`config.mk`:
```
export PLATFORM = sky130hd
export DESIGN_NAME = wallace_pipe_mult_flat
export DESIGN_NICKNAME = d
export VERILOG_FILES = /design/src/rtl/wallace_pkg.sv /design/src/rtl/wallace_pipe_mult_if.sv /design/src/rtl/wallace_pipe_mult_csa_row.sv /design/src/rtl/wallace_pipe_mult.sv /design/src/flat_wrapper.sv
export SDC_FILE = /design/constraint.sdc
export NUM_CORES = 2
export LEC_CHECK = 0
export CAP_MARGIN = 20
export CORE_AREA = 2 2 280 282
export DETAILED_ROUTE_END_ITERATION = 16
export DIE_AREA = 0 0 282 284
export PLACE_DENSITY = 0.92
export SLEW_MARGIN = 10
export SYNTH_ARGS = -nofsm -noshare
export SYNTH_HDL_FRONTEND = slang
export SYNTH_SLANG_ARGS = --single-unit
```
`constraint.sdc`:
```
create_clock -name clk -period 3.4 [get_ports clk]
set_input_delay 0.51 -clock clk [delete_from_list [all_inputs] [get_ports clk]]
set_output_delay 0.51 -clock clk [all_outputs]
set_load 0.05 [all_outputs]
```
`src/rtl/wallace_pkg.sv`:
```
// rtl/wallace_pkg.sv - sizing helpers and constants for the pipelined Wallace multiplier
// Purpose: reduction-tree depth, rank split across pipeline stages and the
//          Baugh-Wooley correction constant.
// Ports:   none (package).
package wallace_pkg;

  localparam int DEF_WIDTH = 32;
  localparam int PROD_W    = 2 * DEF_WIDTH;

  // Rows left after n 3:2 levels, starting from width partial-product rows
  // plus one correction-constant row.
  function automatic int rows_at(input int width, input int n);
    int r;
    r = width + 1;
    for (int i = 0; i < n; i++) r = 2 * (r / 3) + (r % 3);
    return r;
  endfunction

  // Number of 3:2 levels needed to bring the rows down to two.
  function automatic int tree_levels(input int width);
    int r;
    int n;
    r = width + 1;
    n = 0;
    while (r > 2) begin
      r = 2 * (r / 3) + (r % 3);
      n++;
    end
    return n;
  endfunction

  // Largest number of tree levels any register rank carries; the last rank
  // holds only the carry-propagate adder.
  function automatic int levels_per_stage(input int width, input int stages);
    if (stages <= 1) return tree_levels(width);
    return (tree_levels(width) + stages - 2) / (stages - 1);
  endfunction

  // True when completing tree level n closes a register rank. Rank k ends
  // after floor(k*L/(stages-1)) levels, spreading the levels evenly.
  function automatic bit rank_end(input int width, input int stages, input int n);
    bit hit;
    hit = 1'b0;
    for (int k = 1; k < stages; k++)
      if ((k * tree_levels(width)) / (stages - 1) == n) hit = 1'b1;
    return hit;
  endfunction

  // Folding the two negative Baugh-Wooley row/column sums into constants
  // leaves 2^(2w-1) + 2^w modulo 2^(2w).
  function automatic logic [127:0] bw_correction(input int width);
    return (128'd1 << (2 * width - 1)) | (128'd1 << width);
  endfunction

endpackage

```
`src/rtl/wallace_pipe_mult_if.sv`:
```
// rtl/wallace_pipe_mult_if.sv - operand/product handshake bundle for wallace_pipe_mult
// Purpose: groups the input and output valid/ready channels.
// Signals: in_valid/in_ready/a/b/signed_mode (operand channel),
//          out_valid/out_ready/out (product channel),
//          ovf only when WALLACE_PIPE_OVF_EN is defined.
// Modports: master = operand issuer + product consumer, slave = multiplier.
interface wallace_pipe_mult_if #(parameter int WIDTH = 32);
  logic                 in_valid;
  logic                 in_ready;
  logic [WIDTH-1:0]     a;
  logic [WIDTH-1:0]     b;
  logic                 signed_mode;
  logic                 out_valid;
  logic                 out_ready;
  logic [2*WIDTH-1:0]   out;
`ifdef WALLACE_PIPE_OVF_EN
  logic                 ovf;

  modport master (output in_valid, a, b, signed_mode, out_ready,
                  input  in_ready, out_valid, out, ovf);
  modport slave  (input  in_valid, a, b, signed_mode, out_ready,
                  output in_ready, out_valid, out, ovf);
`else
  modport master (output in_valid, a, b, signed_mode, out_ready,
                  input  in_ready, out_valid, out);
  modport slave  (input  in_valid, a, b, signed_mode, out_ready,
                  output in_ready, out_valid, out);
`endif
endinterface

```
`src/rtl/wallace_pipe_mult_csa_row.sv`:
```
// rtl/wallace_pipe_mult_csa_row.sv - one row of full adders (3:2 compressor)
// Purpose: reduces three W-bit vectors to a sum and a carry vector.
// Ports: x, y, z (in, W) addends; sum (out, W) bitwise sum;
//        carry (out, W) majority bits already shifted up one place, MSB
//        carry dropped because the product is kept modulo 2^W.
module csa_row #(
  parameter int W = 8
) (
  input  logic [W-1:0] x,
  input  logic [W-1:0] y,
  input  logic [W-1:0] z,
  output logic [W-1:0] sum,
  output logic [W-1:0] carry
);

  assign sum   = x ^ y ^ z;
  assign carry = {(x[W-2:0] & y[W-2:0]) | (x[W-2:0] & z[W-2:0]) | (y[W-2:0] & z[W-2:0]), 1'b0};

endmodule

```
`src/rtl/wallace_pipe_mult.sv`:
```
// rtl/wallace_pipe_mult.sv - pipelined signed/unsigned Wallace-tree multiplier
// Purpose: full-width product of a*b through a registered 3:2 reduction tree
//          and a final carry-propagate adder, valid/ready on both sides.
// Ports: clk, rst_n (async, active low); io (wallace_pipe_mult_if.slave):
//        operand channel in_valid/in_ready/a/b/signed_mode, product channel
//        out_valid/out_ready/out. Macro WALLACE_PIPE_OVF_EN adds io.ovf.
module wallace_pipe_mult
  import wallace_pkg::*;
#(
  parameter int WIDTH  = 32,
  parameter int STAGES = 3
) (
  input  logic             clk,
  input  logic             rst_n,
  wallace_pipe_mult_if.slave io
);

  localparam int PW = 2 * WIDTH;
  localparam int NR = WIDTH + 1;
  localparam int L  = tree_levels(WIDTH);
  localparam logic [PW-1:0] CORR = PW'(bw_correction(WIDTH));

  logic          advance;
  logic          out_valid_q;
  logic [PW-1:0] out_q;
  logic [PW-1:0] cpa;
  logic          last_valid;

  // The whole pipe moves together; it only stops for an unaccepted product.
  assign advance      = !out_valid_q || io.out_ready;
  assign io.in_ready  = advance;
  assign io.out_valid = out_valid_q;
  assign io.out       = out_q;

  // Partial products; in signed mode the terms pairing exactly one sign bit
  // are inverted and the correction constant becomes an extra row.
  logic [NR-1:0][PW-1:0] pp;
  always_comb begin
    pp = '0;
    for (int i = 0; i < WIDTH; i++)
      for (int j = 0; j < WIDTH; j++)
        pp[i][i+j] = (io.a[j] & io.b[i]) ^ (io.signed_mode & ((i == WIDTH-1) != (j == WIDTH-1)));
    pp[WIDTH] = io.signed_mode ? CORR : '0;
  end

  for (genvar l = 0; l < L; l++) begin : g_lvl
    localparam int RI = rows_at(WIDTH, l);
    localparam int RO = rows_at(WIDTH, l + 1);
    localparam int G  = RI / 3;
    logic [RI-1:0][PW-1:0] din;
    logic [RO-1:0][PW-1:0] nxt;
    logic [RO-1:0][PW-1:0] dout;

    if (l == 0) begin : g_src
      assign din = pp;
    end else begin : g_src
      assign din = g_lvl[l-1].dout;
    end

    for (genvar g = 0; g < G; g++) begin : g_csa
      csa_row #(.W(PW)) u_csa (
        .x     (din[3*g]),
        .y     (din[3*g+1]),
        .z     (din[3*g+2]),
        .sum   (nxt[2*g]),
        .carry (nxt[2*g+1])
      );
    end

    // Rows that do not fill a group of three pass straight to the next level.
    for (genvar k = 0; k < RI - 3*G; k++) begin : g_pass
      assign nxt[2*G+k] = din[3*G+k];
    end

    if (rank_end(WIDTH, STAGES, l + 1)) begin : g_rank
      always_ff @(posedge clk or negedge rst_n) begin
        if (!rst_n)       dout <= '0;
        else if (advance) dout <= nxt;
      end
    end else begin : g_wire
      assign dout = nxt;
    end
  end

  assign cpa = g_lvl[L-1].dout[0] + g_lvl[L-1].dout[1];

`ifdef WALLACE_PIPE_OVF_EN
  logic last_mode;
  logic mode_q;
`endif

  // Valid (and mode) tags for the tree ranks in front of the output register.
  if (STAGES == 1) begin : g_tag
    assign last_valid = io.in_valid;
`ifdef WALLACE_PIPE_OVF_EN
    assign last_mode  = io.signed_mode;
`endif
  end else begin : g_tag
    logic [STAGES-2:0] vld_p;
`ifdef WALLACE_PIPE_OVF_EN
    logic [STAGES-2:0] mode_p;
`endif
    always_ff @(posedge clk or negedge rst_n) begin
      if (!rst_n) begin
        vld_p <= '0;
`ifdef WALLACE_PIPE_OVF_EN
        mode_p <= '0;
`endif
      end else if (advance) begin
        vld_p[0] <= io.in_valid;
        for (int k = 1; k < STAGES - 1; k++) vld_p[k] <= vld_p[k-1];
`ifdef WALLACE_PIPE_OVF_EN
        mode_p[0] <= io.signed_mode;
        for (int k = 1; k < STAGES - 1; k++) mode_p[k] <= mode_p[k-1];
`endif
      end
    end
    assign last_valid = vld_p[STAGES-2];
`ifdef WALLACE_PIPE_OVF_EN
    assign last_mode  = mode_p[STAGES-2];
`endif
  end

  // Output rank: only a valid product overwrites out, bubbles leave it alone.
  always_ff @(posedge clk or negedge rst_n) begin
    if (!rst_n) begin
      out_valid_q <= 1'b0;
      out_q       <= '0;
    end else if (advance) begin
      out_valid_q <= last_valid;
      if (last_valid) out_q <= cpa;
    end
  end

`ifdef WALLACE_PIPE_OVF_EN
  always_ff @(posedge clk or negedge rst_n) begin
    if (!rst_n)                       mode_q <= 1'b0;
    else if (advance && last_valid)   mode_q <= last_mode;
  end

  // Derived only from registered out/mode, so it resets and stalls with out.
  logic [WIDTH:0] top_bits;
  assign top_bits = out_q[PW-1:WIDTH-1];
  assign io.ovf   = mode_q ? !((&top_bits) || !(|top_bits)) : (|out_q[PW-1:WIDTH]);
`endif

endmodule

```
`src/flat_wrapper.sv`:
```
// flat-port wrapper written by rule: the top's interface ports become plain ports
module wallace_pipe_mult_flat import wallace_pkg::*;
#(
  parameter int WIDTH  = 32,
  parameter int STAGES = 3
)
  (clk, rst_n, io_in_valid, io_a, io_b, io_signed_mode, io_out_ready, io_in_ready, io_out_valid, io_out);
  wallace_pipe_mult_if #(.WIDTH(WIDTH)) io_i ();
  input  logic clk;
  input  logic rst_n;
  input wire logic [$bits(io_i.in_valid)-1:0] io_in_valid;
  input wire logic [$bits(io_i.a)-1:0] io_a;
  input wire logic [$bits(io_i.b)-1:0] io_b;
  input wire logic [$bits(io_i.signed_mode)-1:0] io_signed_mode;
  input wire logic [$bits(io_i.out_ready)-1:0] io_out_ready;
  output wire logic [$bits(io_i.in_ready)-1:0] io_in_ready;
  output wire logic [$bits(io_i.out_valid)-1:0] io_out_valid;
  output wire logic [$bits(io_i.out)-1:0] io_out;
  assign io_i.in_valid = io_in_valid;
  assign io_i.a = io_a;
  assign io_i.b = io_b;
  assign io_i.signed_mode = io_signed_mode;
  assign io_i.out_ready = io_out_ready;
  assign io_in_ready = io_i.in_ready;
  assign io_out_valid = io_i.out_valid;
  assign io_out = io_i.out;
  wallace_pipe_mult #(.WIDTH(WIDTH), .STAGES(STAGES)) u_core (.clk(clk), .rst_n(rst_n), .io(io_i));
endmodule
```
* Yosys cells after proc, flatten, opt, wreduce, memory -nomap -nowiden
Cells that the tools add are included.
Widths: inputs -> output; s select.
** Operators by class
- $add $sub $neg :: 1
- Reductions and logical operators :: 3
- Muxes and demuxes :: 1
- Bitwise gates (word level) :: 1303
** Operators by type and width (count)
- $and 63x63->63 :: 44
- $or 63x63->63 :: 39
- $xor 64x64->64 :: 31
- $and 1x1->1 :: 1024
- $and 62x63->63 :: 3
- $add 64x64->64 :: 1
- $mux 64 :: 1
- $xor 38x64->64 :: 1
- $xor 47x64->64 :: 1
- $xor 56x64->64 :: 1
- $xor 64x34->64 :: 1
- $xor 64x35->64 :: 1
- $xor 64x37->64 :: 1
- $xor 64x40->64 :: 1
- $xor 64x41->64 :: 1
- $xor 64x43->64 :: 1
- $xor 64x44->64 :: 1
- $xor 64x46->64 :: 1
- $xor 64x49->64 :: 1
- $xor 64x50->64 :: 1
- $xor 64x52->64 :: 1
- $xor 64x53->64 :: 1
- $xor 64x55->64 :: 1
- $xor 64x58->64 :: 1
- other kinds (87) :: 148
** Word-level totals
- Input bits :: 69
- Output and inout port bits :: 66
- Word-level logic and storage cells :: 1320
- Bits in registers :: 638

* Depth between registers and ports, before layout
- Depth in word-level cells :: 14
- Gate-level depth with buffers :: 12
- Depth with buffers taken out :: 11

* Cells and area by module
From an unflattened synthesis, not the netlist that was laid out.
** Unflattened totals
- Cell total of the unflattened synthesis :: 6587
- Area, all modules :: 75511.2 um^2
** Modules (own cells, without submodules)
- csa_row :: area each 1296.2 um^2, cells an instance 66, times used 31
- wallace_pipe_mult :: area each 35327.6 um^2, cells an instance 4541, times used 1

* Least setup slack after synthesis
OpenSTA, ideal clock, no wires.
- Kind :: input-to-reg
- From :: input io_signed_mode
- To :: register u_core.g_lvl[3].dout[314] (netlist bit)
- Stages :: 10
- Data arrival time :: 3.514 ns
- Buffers on the path :: 2
- Setup slack :: -0.180 ns
- Cells stage by stage :: clkbuf_1 -> buf_1 -> xor2_1 -> fa_1 -> fa_1 -> inv_1 -> fa_1 -> fa_1 -> nand2_1 -> nand2_1
** On the way
- Cells in the longest elaborated chain, start to end :: 12
** RTL lines
- start: declaration :: line flat_wrapper.sv:14 : input wire logic [$bits(io_i.signed_mode)-1:0] io_signed_mode;
- $xor 1x1->1 :: line wallace_pipe_mult.sv:42 : pp[i][i+j] = (io.a[j] & io.b[i]) ^ (io.signed_mode & ((i == WIDTH-1) != (j == WIDTH-1)));
- $and 56x57->57 / $and 56x58->58 (equally long branches) :: line wallace_pipe_mult_csa_row.sv:17 : assign carry = {(x[W-2:0] & y[W-2:0]) | (x[W-2:0] & z[W-2:0]) | (y[W-2:0] & z[W-2:0]), 1'b0};
- $or 57x58->58 :: line wallace_pipe_mult_csa_row.sv:17
- $or 58x58->58 :: line wallace_pipe_mult_csa_row.sv:17
- $and 56x59->59 :: line wallace_pipe_mult_csa_row.sv:17
- $or 63x59->63 :: line wallace_pipe_mult_csa_row.sv:17
- $or 63x63->63 :: line wallace_pipe_mult_csa_row.sv:17
- $and 63x63->63 :: line wallace_pipe_mult_csa_row.sv:17
- $or 63x63->63 (2 in series) :: line wallace_pipe_mult_csa_row.sv:17
- $xor 64x64->64 :: line wallace_pipe_mult_csa_row.sv:16 : assign sum = x ^ y ^ z;
- $xor 64x64->64 (*) :: line wallace_pipe_mult_csa_row.sv:16
- named net u_core.g_lvl[3].g_csa[2].u_csa.sum[58] :: line wallace_pipe_mult_csa_row.sv:12 : output logic [W-1:0] sum,
- end signal: assignment :: line wallace_pipe_mult.sv:78 : else if (advance) dout <= nxt;
- end: declaration :: line wallace_pipe_mult.sv:52 : logic [RO-1:0][PW-1:0] dout;
Mark *: on every way through the listed nets, which the timed path passes. The rest lies on a longest branch.
A chain may end at the register's enable or synchronous reset.

* Worst setup path after layout
- From :: input io_a[13]
- To :: register u_core.g_lvl[3].dout[296] (netlist bit)
** On the way
- Cells in the longest elaborated chain, start to end :: 12
** RTL lines
- start: declaration :: line flat_wrapper.sv:12 : input wire logic [$bits(io_i.a)-1:0] io_a;
- $and 1x1->1 :: line wallace_pipe_mult.sv:42
- $and 56x57->57 / $and 56x58->58 (equally long branches) :: line wallace_pipe_mult_csa_row.sv:17
- $or 57x58->58 :: line wallace_pipe_mult_csa_row.sv:17
- $or 58x58->58 :: line wallace_pipe_mult_csa_row.sv:17
- $and 56x59->59 :: line wallace_pipe_mult_csa_row.sv:17
- $or 63x59->63 :: line wallace_pipe_mult_csa_row.sv:17
- $or 63x63->63 :: line wallace_pipe_mult_csa_row.sv:17
- $and 63x63->63 :: line wallace_pipe_mult_csa_row.sv:17
- $or 63x63->63 (2 in series) :: line wallace_pipe_mult_csa_row.sv:17
- $xor 64x64->64 :: line wallace_pipe_mult_csa_row.sv:16
- $xor 64x64->64 (*) :: line wallace_pipe_mult_csa_row.sv:16
- named net u_core.g_lvl[3].g_csa[2].u_csa.sum[40] :: line wallace_pipe_mult_csa_row.sv:12
Marks and branches as above.

==> flow_metrics.env <==
export IMPL_outcome="finished with violations"
export IMPL_violations="setup timing"
export IMPL_clock_root_buffer="clkbuf_16"
export IMPL_setup_violations=1
export IMPL_slew_violations=0
export IMPL_maxCapViolCount=0
export IMPL_fin_nets=6818
export IMPL_worstPathArrival_ns=3.96
export IMPL_synth_top_area_share_pct=36.4
export IMPL_worstMarginPinSlew_ns=1.30
export IMPL_synth_simple_gate_area_share_pct=20.3
export IMPL_io_pins=135
export IMPL_powerDensity_nw_per_um2=931
export IMPL_cts_tree="built"
export IMPL_fin_skew_ns=0.0279
export IMPL_layout_drive_gt1_share_pct=5.71
export IMPL_first_global_vias=44700
export IMPL_leakage_nw=28.6
export IMPL_synthXorXnorAreaFrac_pct=1.86
export IMPL_vias_per_cell=6.10
export IMPL_crit_path_start_kind="input port"
export IMPL_drt_wirelength_per_cell_um=23.0
export IMPL_synth_seq_cells=461
export IMPL_wl_met1_um=51300
export IMPL_die_x_um=282
export IMPL_synth_fa_ha_area_share_pct=42.6
export IMPL_finalCoreUtilization_pct=72.6
export IMPL_max_vdd_ir_drop_v=0.000616
export IMPL_cts_buffers=48
export IMPL_power_total_w=0.0520
export IMPL_finalWirelength_um=154000
export IMPL_die_h_um=284
export IMPL_required_ns=3.96
export IMPL_dp_slack_ns=-0.532
export IMPL_synth_top_family_by_area="adder cells"
export IMPL_hold_path_class="input port to async pin"
export IMPL_hpwl_um=110000
export IMPL_areaGrowthSynthToFinish_pct=12.0
export IMPL_io_buffers=134
export IMPL_syn_nets=6745
export IMPL_design_core_area_um2=77000
export IMPL_num_vias=40700
export IMPL_relSlewSlack_pct=13.7
export IMPL_endpoint_kind="flop"
export IMPL_grt_pass1_wl_um=244000
export IMPL_dpl_cell_count=6584
export IMPL_gr_total_overflow=0
export IMPL_rows=102
export IMPL_diodes=0
export IMPL_highest_layer="met5"
export IMPL_stdcell_area_um2=55900
export IMPL_yosysWarnings=0
export IMPL_clock_sinks=461
export IMPL_fin_crit_sh_pct=100
export IMPL_hold_viol_final=0
export IMPL_ant_nets=0
export IMPL_synthCells=5523
export IMPL_final_cells=6676
export IMPL_drt_pass1_iterations=10
export IMPL_synthesis_area_um2=49900
export IMPL_postPlaceCellArea_um2=54200
export IMPL_critPathKind="input port to flop"
export IMPL_max_stage_delay_ns=0.63
export IMPL_muxShareOfSynthArea_pct=0.0427
export IMPL_postSynth_asyncResetShare_pct=100
export IMPL_synthesis_area_per_instance_um2=9.03
export IMPL_clkLatencyLatePin_ns=0.63
export IMPL_fillCellCount=4634
export IMPL_ys_types=70
export IMPL_worst_slack_ns=-0.00386
export IMPL_synth_seq_area_share_pct=23.1
export IMPL_synth_edff_count=0
export IMPL_path_cells="clkdlybuf4s50_1, buf_12, buf_12, nand2_1, fa_1, fa_1, fa_2, inv_1, fa_1, nand2_1, nand2_1"
export IMPL_synth_largest_area_cell="fa_1"
export IMPL_start_util_pct=64.8
export IMPL_synth_area_leaders="fa_1 36%, dfrtp_1 23%, nand2_1 14%, ha_1 6.2%, inv_1 6.1%"
export IMPL_path_clk_slew_ns=0.06
export IMPL_antenna_found_initial=2
export IMPL_htree_levels=2
export IMPL_grt_max_degree=251
export IMPL_synth_common_cells="1904 x nand2_1, 907 x fa_1, 805 x inv_1"
export IMPL_first_iter_violations=5490
export IMPL_synth_compound_area_share_pct=3.49
export IMPL_clockBufferDepth=3
export IMPL_min_period_ns=3.40
export IMPL_gp_congestion=0.964
export IMPL_die_area_um2=80100
export IMPL_crit_path_top_delay_cell="fa_2"
export IMPL_ys_flop_type="dfrtp_1"
export IMPL_met2_length_um=67400
export IMPL_grt_use_total_pct=39.8
export IMPL_max_freq_mhz=294
export IMPL_synth_most_common_cell="nand2_1"
export IMPL_routed_wl_met3_um=25400
export IMPL_drc=0
export IMPL_critPathMaxFanout=20
[layer usage]
metal | up-vias | track usage [%]
met2 | 3530 | 59.6
met5 | - | 0.305
met4 | 2 | 18.7
met3 | 1031 | 17.2
met1 | 19700 | 49.9
li1 | 16400 | -
[cell type report]
type | instances | area (µm²) | area share [%]
Clock buffer | 68 | 1350 | 2.41
Clock inverter | 22 | 263 | 0.470
Inverter | 805 | 3030 | 5.42
Multi-Input combinational cell | 3931 | 34100 | 61.0
Sequential cell | 461 | 11500 | 20.7
Tap cell | 1040 | 1300 | 2.33
Timing Repair Buffer | 349 | 4300 | 7.70
[critical path: cells and delay by family]
kind	cells	cell delay (ns)
fa+ha+maj	4	2.20
simple gates	3	0.30
buf+inv	4	0.92
[logic make-up (layout without fill, tap and decap cells)]
kind of cell	after synthesis	in the layout
AOI/OAI and AO/OA	268	268
xor gates and xnor gates	106	106
adders and majority gates	1153	1153
buffers and inverters	1131	1244
DFF	461	461
muxes	2	2
and+or+nand+nor	2402	2402
[cells in the final DEF, fill, tap and decap left out, types with 15 or more instances in the layout]
master	count
nor2_1	51
fa_1	903
xor2_1	27
o21ai_1	16
inv_1	803
o21ai_0	75
nand3_1	17
a21o_1	18
ha_1	246
a21oi_1	74
buf_12	107
dfrtp_1	461
clkbuf_16	50
buf_4	109
nand2_1	1903
clkbuf_1	15
clkdlybuf4s50_1	130
and2_1	369
nand4_1	21
xnor2_1	78
[state kept, by name, indices dropped and copies added (netlist names)]
name                 cells
u_core.g_lvl.dout      394
u_core.g_tag.vld_p       2
u_core.io.out           64
u_core.io.out_valid      1
[where the power goes]
group          switching, W  internal [W]  total (W)
clock network       0.00240       0.00316    0.00556
logic                0.0224        0.0139     0.0362
registers           0.00202       0.00818     0.0102
total                0.0268        0.0252     0.0520
[worst paths after layout]
path	cells after the start	endpoint	slack, ns	from
max in group asynchronous	3	u_core.g_lvl[3].dout[154]	2.10	rst_n
max	11	u_core.g_lvl[3].dout[296]	-0.004	io_a[13]
min in group clk	2	u_core.g_lvl[3].dout[70]	0.47	u_core.g_lvl[3].dout[70]
min reg2reg	2	u_core.g_lvl[3].dout[70]	0.47	u_core.g_lvl[3].dout[70]
min	2	u_core.g_lvl[3].dout[432]	0.45	rst_n
max reg2reg	9	u_core.io.out[62]	0.27	u_core.g_lvl[7].dout[19]
[stage by stage]
| stage | setup TNS [ns] | hold WS, ns |
|---|---|---|
| after global routing | -0.0136 | 0.484 |
| after detailed placement | -70.22 | 0.455 |
| after global placement | -55.96 | 0.450 |
| after CTS | 0 | 0.467 |
| after floorplan | 0 | 0.214 |
| final | -0.00386 | 0.450 |
[what timing repair did]
action / in CTS / in global routing
endpoints found under the hold margin: 53 / 0
endpoints found under the setup margin: 0 / 7
hold buffers: 1 / 0
resized for setup: 0 / 7
setup buffers: 0 / 1
Note: power is estimated with default switching activity, not from simulation.
==> RTL change (same settings) <==
`STAGES` is set to 3 in 2 places; all go to 2.
--- a/src/rtl/wallace_pipe_mult.sv
+++ b/src/rtl/wallace_pipe_mult.sv
@@ -8,7 +8,7 @@
   import wallace_pkg::*;
 #(
   parameter int WIDTH  = 32,
-  parameter int STAGES = 3
+  parameter int STAGES = 2
 ) (
   input  logic             clk,
   input  logic             rst_n,
--- a/src/flat_wrapper.sv
+++ b/src/flat_wrapper.sv
@@ -2,7 +2,7 @@
 module wallace_pipe_mult_flat import wallace_pkg::*;
 #(
   parameter int WIDTH  = 32,
-  parameter int STAGES = 3
+  parameter int STAGES = 2
 )
   (clk, rst_n, io_in_valid, io_a, io_b, io_signed_mode, io_out_ready, io_in_ready, io_out_valid, io_out);
   wallace_pipe_mult_if #(.WIDTH(WIDTH)) io_i ();
Check against the original RTL: not settled (the Yosys comparison gave no result); the edit may change what the design does.
==> RTL change against the original RTL <==
The flow now stops in 5_1_grt. Area after synthesis shrank 19%.
==> RTL change: results (changes against the original RTL) <==
Placed design
  – DP Wirelength: 91,800 microns (was 110,000 microns)
  – Final Wtd Congestion: 0.929 (was 0.964)
  – Count of input and output buffers: 134 (unchanged)

Run status
  – Stop Error: [ERROR GRT-0232] Routing congestion too high. Check the congestion heatmap in the GUI.
  – Run status: stopped before the end (was finished with violations)
  – Halt Stage: 5_1_grt

Logic synthesis
  – Yosys warns: 0 (unchanged)
  – Register area share after synthesis: 11.5% (was 23.1%)
  – Synth cell count leaders: nand2_1, fa_1, inv_1, and2_1, ha_1 (was nand2_1, fa_1, inv_1, dfrtp_1, and2_1)
  – Primary FF master, synth: dfrtp_1 (unchanged)
  – Post-synth ARST share: 100% (unchanged)
  – Syn Nets: 5,581 (was 6,745)
  – Unique masters post-synth: 56 (was 70)
  – Synth top area cells: fa_1, dfrtp_1, and2_1, nand2_1, ha_1 (was fa_1, dfrtp_1, nand2_1, ha_1, inv_1)

CTS
  – H-tree Lvls: 4 (was 2)
  – Num CTS Buffers: 17 (was 48)
  – Clk sink count: 185 (was 461)
  – Root buf cell: clkbuf_16 (unchanged)
  – Clk buf depth: 2 (was 3)

GRT
  – Largest net degree at the start of global routing: 119
  – Gr usage total: 57.6%
  – Overflow after GRT: 29
-- RTL change: cells by family after synthesis --
family	Yosys count	synth area share, %
flops	185	11.5
compound gates	268	4.38
fa+ha+maj	1153	52.9
xor+xnor	108	2.36
simple gates	1613	19.1
buf+inv	1032	9.68
-- RTL change: metal layers --
layer  GRT overflow  GRT usage, %
met2             15          69.5
met1              1          54.4
met3              0          50.4
met5              0          30.7
met4             13          56.8
-- RTL change: repair_timing --
item                                     CTS
endpoints found under the setup margin   111
resized for setup                       1064
cloned                                    47
hold buffers                               1
setup buffers                            202
pin swaps                                518
endpoints found under the hold margin     30
-- RTL change: through the flow --
step	area (sq um)	cells	setup TNS [ps]	worst slack [ps]	hold slack (ps)
CTS	51200	5784	-146700	-1710	475
detailed placement	45300	5506	-239800	-2510	419
global placement	45300	5506	-227740	-2410	413
floorplan	42400	4359	-127930	-1620	214
